<file path="src/rtl/hopfield_sequencer.sv">
// hopfield_sequencer: learn/recall sequencer for hopfield_network; define HOPFIELD_SEQ_ACTIVITY_EN to drive activity with popcount(result)
module hopfield_sequencer #(
    parameter int NUM_PAT       = 4,
    parameter int LEARN_CYCLES  = 8,
    parameter int EPOCHS        = 2,
    parameter int CUE_CYCLES    = 4,
    parameter int STABLE_CYCLES = 3,
    parameter int MAX_ITER      = 64,
    localparam int AW           = $clog2(NUM_PAT)
) (
    input  logic          clk,
    input  logic          rst_n,
    input  logic          cfg_wr,
    input  logic [AW-1:0] cfg_addr,
    input  logic [3:0]    cfg_data,
    input  logic [AW:0]   cfg_count,
    input  logic          start_learn,
    input  logic          start_recall,
    input  logic [3:0]    cue,
    output logic          busy,
    output logic          done,
    output logic          converged,
    output logic [6:0]    result,
    output logic [7:0]    iter_count,
    output logic          net_learning_enable,
    output logic [3:0]    net_pattern,
    input  logic [6:0]    net_spikes,
    output logic [2:0]    activity
);
    typedef enum logic [2:0] {IDLE, LEARN, CUE, SETTLE, DONE} state_t;
    state_t        state_q, state_d;
    logic [3:0]    buf_q [NUM_PAT];
    logic [3:0]    buf_d [NUM_PAT];
    logic [AW-1:0] idx_q, idx_d;
    logic [AW:0]   n_q, n_d;
    logic [7:0]    cnt_q, cnt_d, epoch_q, epoch_d, iter_q, iter_d, stable_q, stable_d;
    logic [6:0]    prev_q, prev_d, result_q, result_d;
    logic [3:0]    cue_q, cue_d, pat_q, pat_d;
    logic [2:0]    act_q, act_d;
    logic          conv_q, conv_d, busy_q, busy_d, done_q, done_d, le_q, le_d;

    always_comb begin
        state_d  = state_q;
        buf_d    = buf_q;
        idx_d    = idx_q;
        n_d      = n_q;
        cnt_d    = cnt_q;
        epoch_d  = epoch_q;
        iter_d   = iter_q;
        stable_d = stable_q;
        prev_d   = prev_q;
        result_d = result_q;
        cue_d    = cue_q;
        conv_d   = conv_q;
        case (state_q)
            IDLE: begin
                if (cfg_wr) buf_d[cfg_addr] = cfg_data;
                if (start_learn) begin
                    n_d     = (cfg_count > (AW+1)'(NUM_PAT)) ? (AW+1)'(NUM_PAT) : cfg_count;
                    idx_d   = '0;
                    epoch_d = '0;
                    cnt_d   = '0;
                    conv_d  = 1'b0;
                    state_d = (cfg_count == '0) ? DONE : LEARN;
                end else if (start_recall) begin
                    cue_d    = cue;
                    conv_d   = 1'b0;
                    iter_d   = '0;
                    stable_d = '0;
                    cnt_d    = '0;
                    state_d  = CUE;
                end
            end
            LEARN: begin
                cnt_d = (cnt_q == 8'(LEARN_CYCLES-1)) ? 8'd0 : cnt_q + 8'd1;
                if (cnt_q == 8'(LEARN_CYCLES-1)) begin
                    idx_d = ({1'b0, idx_q} == n_q - 1'b1) ? '0 : idx_q + 1'b1;
                    if ({1'b0, idx_q} == n_q - 1'b1) begin
                        epoch_d = epoch_q + 8'd1;
                        if (epoch_q == 8'(EPOCHS-1)) state_d = DONE;
                    end
                end
            end
            CUE: begin
                cnt_d = cnt_q + 8'd1;
                if (cnt_q == 8'(CUE_CYCLES-1)) begin
                    cnt_d   = '0;
                    prev_d  = net_spikes;
                    state_d = SETTLE;
                end
            end
            SETTLE: begin
                iter_d   = iter_q + 8'd1;
                stable_d = (net_spikes == prev_q) ? stable_q + 8'd1 : 8'd0;
                prev_d   = net_spikes;
                if (stable_d == 8'(STABLE_CYCLES) || iter_d == 8'(MAX_ITER)) begin
                    conv_d   = (stable_d == 8'(STABLE_CYCLES));
                    result_d = net_spikes;
                    state_d  = DONE;
                end
            end
            DONE:    state_d = IDLE;
            default: state_d = IDLE;
        endcase
        busy_d = (state_d != IDLE);
        done_d = (state_d == DONE);
        le_d   = (state_d == LEARN);
        pat_d  = (state_d == LEARN) ? buf_q[idx_d] : (state_d == CUE) ? cue_d : 4'h0;
`ifdef HOPFIELD_SEQ_ACTIVITY_EN
        act_d  = 3'($countones(result_d));
`else
        act_d  = 3'b000;
`endif
    end

    always_ff @(posedge clk) begin
        if (!rst_n) begin
            state_q  <= IDLE;
            buf_q    <= '{default: '0};
            idx_q    <= '0;
            n_q      <= '0;
            cnt_q    <= '0;
            epoch_q  <= '0;
            iter_q   <= '0;
            stable_q <= '0;
            prev_q   <= '0;
            result_q <= '0;
            cue_q    <= '0;
            conv_q   <= 1'b0;
            busy_q   <= 1'b0;
            done_q   <= 1'b0;
            le_q     <= 1'b0;
            pat_q    <= '0;
            act_q    <= '0;
        end else begin
            state_q  <= state_d;
            buf_q    <= buf_d;
            idx_q    <= idx_d;
            n_q      <= n_d;
            cnt_q    <= cnt_d;
            epoch_q  <= epoch_d;
            iter_q   <= iter_d;
            stable_q <= stable_d;
            prev_q   <= prev_d;
            result_q <= result_d;
            cue_q    <= cue_d;
            conv_q   <= conv_d;
            busy_q   <= busy_d;
            done_q   <= done_d;
            le_q     <= le_d;
            pat_q    <= pat_d;
            act_q    <= act_d;
        end
    end

    assign busy                = busy_q;
    assign done                = done_q;
    assign converged           = conv_q;
    assign result              = result_q;
    assign iter_count          = iter_q;
    assign net_learning_enable = le_q;
    assign net_pattern         = pat_q;
    assign activity            = act_q;
endmodule

</file>
<file path="config.mk">
export PLATFORM = sky130hd
export DESIGN_NAME = hopfield_sequencer
export DESIGN_NICKNAME = d
export VERILOG_FILES = /design/src/rtl/hopfield_sequencer.sv
export SDC_FILE = /design/constraint.sdc
export NUM_CORES = 1
export LEC_CHECK = 0
export ABC_AREA = 1
export CORE_MARGIN = 3
export CORE_UTILIZATION = 30
export CTS_BUF_LIST = sky130_fd_sc_hd__clkbuf_4 sky130_fd_sc_hd__clkbuf_8 sky130_fd_sc_hd__clkbuf_16
export DETAILED_ROUTE_END_ITERATION = 10
export MAX_ROUTING_LAYER = met4
export SLEW_MARGIN = 20
export SYNTH_ARGS = -nofsm -noshare
export SYNTH_HDL_FRONTEND = slang
export SYNTH_SLANG_ARGS = --single-unit
</file>
<file path="constraint.sdc">
create_clock -name clk -period 2.3 [get_ports clk]
set_input_delay 0.46 -clock clk [delete_from_list [all_inputs] [get_ports clk]]
set_output_delay 0.46 -clock clk [all_outputs]
set_load 0.01 [all_outputs]
</file>
* Word level (Yosys, flattened, before mapping)
Cells that the tools add are included.
** Storage, ports and cells
- Register bits :: 82
- Bits of input ports :: 25
- Output and inout bits :: 26
- Word-level logic and storage cells :: 113
** Operators by class
- Add/sub/neg operators :: 6
- Order comparisons :: 4
- Eq/ne operators :: 21
- Mux-type cells :: 44
- Bitwise gates (word level) :: 2
- Reductions and logical operators :: 17
** Operators with widths (count)
- $mux 8 :: 9
- $pmux 8 s2 :: 3
- $add 8x1->8 const B :: 4
- $mux 4 :: 8
- $mux 3 :: 9
- $pmux 8 s3 :: 1
- $bwmux 16 :: 1
- $eq 8x2->1 const B :: 2
- $ne 2x2->1 const B :: 7
- $pmux 7 s2 :: 1
- $pmux 3 s4 :: 1
- $reduce_and 2->1 :: 5
- $eq 3x2->1 const B :: 3
- $bmux 4 s2 :: 1
- $demux 4 s2 :: 1
- $eq 8x1->1 const B :: 1
- $eq 8x3->1 const B :: 1
- $eq 8x7->1 const B :: 1
- $eq 7x7->1 :: 1
- $mux 7 :: 1
- $eq 3x1->1 const B :: 2
- $ge 3x3->1 const B :: 2
- $logic_not 3->1 :: 2
- $mux 2 :: 3
- other kinds (17) :: 24

* Logic depth before layout (Yosys ltp)
- Depth in word-level cells :: 10
- Gate-level depth with buffers :: 14
- Mapped depth without buffers :: 14

* Worst setup path after synthesis
OpenSTA, ideal clock, no wires.
- Path kind :: register to register
- From :: reg iter_q[0], in the netlist iter_count[0]
- To :: reg conv_q, in the netlist converged
- Library setup time :: 113 ps
- Data arrival time :: 1682 ps
- Data required time :: 2187 ps
- Slack :: 504 ps
- Stages on the path, launching flop included :: 14
- Path buffers :: 0
- Period minus slack after synthesis :: 1796 ps
- Cell sequence :: dfxtp_1 > ha_1 > nand3_1 > nand2_1 > nand3_1 > nor2_1 > nand2_1 > nor2_1 > o21bai_4 > nand2_4 > nand2_4 > nand3_1 > nand2_1 > nor2_1
** On the way
- Word-level cells in the longest chain between the ends :: 5
** RTL lines
- start: declaration :: line 36 : logic [7:0] cnt_q, cnt_d, epoch_q, epoch_d, iter_q, iter_d, stable_q, stable_d;
- start signal: assignment :: line 142 : iter_q <= iter_d;
- $add 8x1->8 :: line 93 : iter_d = iter_q + 8'd1;
- $eq 8x7->1 :: line 96 : if (stable_d == 8'(STABLE_CYCLES) || iter_d == 8'(MAX_ITER)) begin
- $logic_or 1x1->1 :: line 96
- $ne 2x2->1 (no source line)
- $reduce_and 3->1 (no source line)
- end signal: assignment :: line 147 : conv_q <= conv_d;
- end: declaration :: line 40 : logic conv_q, conv_d, busy_q, busy_d, done_q, done_d, le_q, le_d;
Every way passes these cells.
A chain may end at the register's enable or synchronous reset.

* Worst setup path in the final report
- From :: reg iter_q[1], in the netlist iter_count[1]
- To :: reg conv_q, in the netlist converged
Same word-level chain as after synthesis.

==> metrics.cfg <==
[global_routing]
grt_pass1_wl_mm=17.5
antenna_found_initial=0
grt_usage=0.146
grt_pass1_vias=3903
grt_max_degree=29
gr-total-overflow=0

[timing]
tns_ps=0
hold_viol_final=0
worst_pin_slew_ps=753
finalSetupViolations=0
maxSlewViolCount=0
timing.fmax_mhz=491
fin_skew_ps=7.79
relSlewSlack=0.496
rsz0062_at_grt=false
period_needed_ps=2040
period_share=0.885

[critical_path]
cp.depth=13
crit_type=flop to flop
critical_path.startpoint_type=flop
cp-end-kind=flop
required_ps=2530
crit_family=simple AND/OR/NAND/NOR gates
crit_chain=ha_1 -> nand3_1 -> nand2_1 -> nand3_1 -> nor2_1 -> nand2_1 -> nor2_1 -> o21bai_4 -> nand2_4 -> nand2_4 -> nand3_1 -> nand2_1 -> nor2_1
cp_slowest_cell=dfxtp_1
timing.critical_path.buf_inv=0
worstRegToRegCells=13
arrival_ps=2270
path_max_fanout=9
crit_path_max_incr_delay_ps=410

[logic_synthesis]
synth_cell_types=40
synthXorXnorAreaFrac=0.0168
synth_compound_area_frac=0.134
synth_top_family_by_area=simple AND/OR/NAND/NOR gates
ys_seq_area_frac=0.393
synth-seq-cells=82
synth_top_area_cell=dfxtp_1
synthSimpleGateAreaFrac=0.339
synthAdderAreaFrac=0.0180
syn_area_sq_um=4170
yosys-top-cells-area=dfxtp_1, nand2_1, inv_1
synth_mux_area_frac=0
yosysWarnings=0
synth_cells=614
synth_top_area_frac=0.393
synth.avg_cell_area_sq_um=6.80

[layout]
nets=708
fillers=1365
drive_gt1_frac=0.0997
final_core_util=0.392
area_growth_pct=25.9
final_common_cell=nand2_1
diodes=0
most-common-layout-cells=nand2_1, inv_1, dfxtp_1

[pwr]
leakagePower_nw=2.17
ir_worst_vdd_v=0.000396
cellPowerDensity_nw_per_um2=676

[outcome]
status=complete, no violations

[routing]
vias=4023
avgRoutedWirePerCell_um=12.2
drtPass1Iterations=7
routed_wl_mm=10.4
first_iter_violations=229
avgViaCountPerCell=4.69
drc=0
ant_nets=0

[placement]
port_buffers=47
finalWeightedCongestion=0.890
dp_hpwl_mm=7.92

[floorplan]
ioPinCount=51
die_x_um=124
dieArea_sq_um=15400
chipHeight_um=124
start_util=0.311
core_area_sq_um=13400
rows=42

[clock_network]
cts_buffer_depth=2
htree_levels=3
hold_buffers=0
clock_latency_ps=340
post-cts-setup-buffers=0
numCtsBuffers=9
post_cts_resized=0
clk_pin_slew_ps=60
cts.sinks=82
cts_tree=built
cts-root-buf=clkbuf_16

[flow_run]
drv_cap=0

[worst_hold_path]
worstHoldPathCells=2
min_path_type=flop to flop

==> path summary, 6_finish.rpt <==
path                       from         to  slack, ps
setup / recovery  iter_count[1]  converged        260
hold / removal         cnt_q[7]   cnt_q[7]        470
setup reg to reg  iter_count[1]  converged        260
hold reg to reg        cnt_q[7]   cnt_q[7]        470
==> state kept, by name, indices dropped and copies added (netlist names) <==
signal               count
net_learning_enable      1
n_q                      3
result                   7
iter_count               8
converged                1
busy                     1
cnt_q                    8
stable_q                 8
cue_q                    4
epoch_q                  8
state_q                  3
net_pattern              4
buf_q                   16
idx_q                    2
done                     1
prev_q                   7
==> metal layers <==
| metal | part of all wire | track usage | wire [um] |
|---|---|---|---|
| met3 | 0.046 | 0.0327 | 479 |
| met5 | 0 | - | 0 |
| met4 | 0.018 | 0.0465 | 187 |
| met2 | 0.45 | 0.236 | 4710 |
| met1 | 0.48 | 0.183 | 5060 |
==> worst reg2reg max path, stage by stage, from the launching register on <==
cell and delay, ps:
dfxtp_1 410, ha_1 260, nand3_1 130, nand2_1 110
nand3_1 80, nor2_1 90, nand2_1 50, nor2_1 240
o21bai_4 200, nand2_4 130, nand2_4 90, nand3_1 60
nand2_1 60, nor2_1 40
==> stage by stage <==
stage | std cells | setup WS, ps | instance area [sq um] | hold slack (ps) | total power, W
3_3_place_gp | 842 | 57.2 | 4930 | 455 | 0.00202
4_1_cts | 858 | 243 | 5260 | 469 | 0.00359
6_report | 858 | 264 | 5260 | 469 | 0.00355
3_5_place_dp | 842 | 3.68 | 4930 | 458 | 0.00203
5_1_grt | 858 | 18.9 | 5260 | 492 | 0.00371
2_1_floorplan | 616 | 504 | 4180 | 444 | 0.00185
==> cell type report <==
type	instances	area, sq um	area share
inverters	91	342	0.0650
repair buffers	64	598	0.114
flip-flops and latches	82	1640	0.312
multi-input cells	429	2130	0.406
well taps	176	220	0.0419
clock buffers	10	233	0.0443
clock inverters	6	88.8	0.0169
==> cell usage after synthesis <==
library cell and n:
nor3_4 1, nand2_2 8, o21bai_1 1, o21ai_0 43, o211a_1 1, nand2_4 3, ha_1 6, nand3_1 52
o21ai_1 4, nor4_1 3, nand3_2 2, o211ai_1 1, inv_2 5, a22oi_1 1, o21ai_2 2, nand4_1 12
nand2_1 134, and3_1 1, a31oi_1 1, xnor2_1 2, o211ai_2 1, o21bai_4 1, nor2_4 5, nor3_1 10
nand4_2 1, inv_1 83, clkinv_1 3, buf_2 2, dfxtp_1 82, and2_1 1, xor2_1 6, nor3b_1 1
conb_1 1, nor2_1 73, a21oi_2 2, clkbuf_1 9, nor2_2 4, a21oi_1 41, buf_4 3, a211oi_1 2
==> power by group <==
part | total, W | switching [W] | internal [W]
clock | 0.00155 | 0.000590 | 0.000965
sequential | 0.00152 | 0.0000402 | 0.00148
combinational | 0.000477 | 0.000293 | 0.000184
total | 0.00355 | 0.000924 | 0.00263
==> cells by family (layout without fill, tap and decap cells) <==
kind of cell	Yosys count	in the layout
buf+inv	105	171
fa+ha+maj	6	6
xor+xnor	8	8
flops	82	82
simple gates	311	311
compound gates	101	101
other cells	1	3
(Power assumes the default switching activity.)
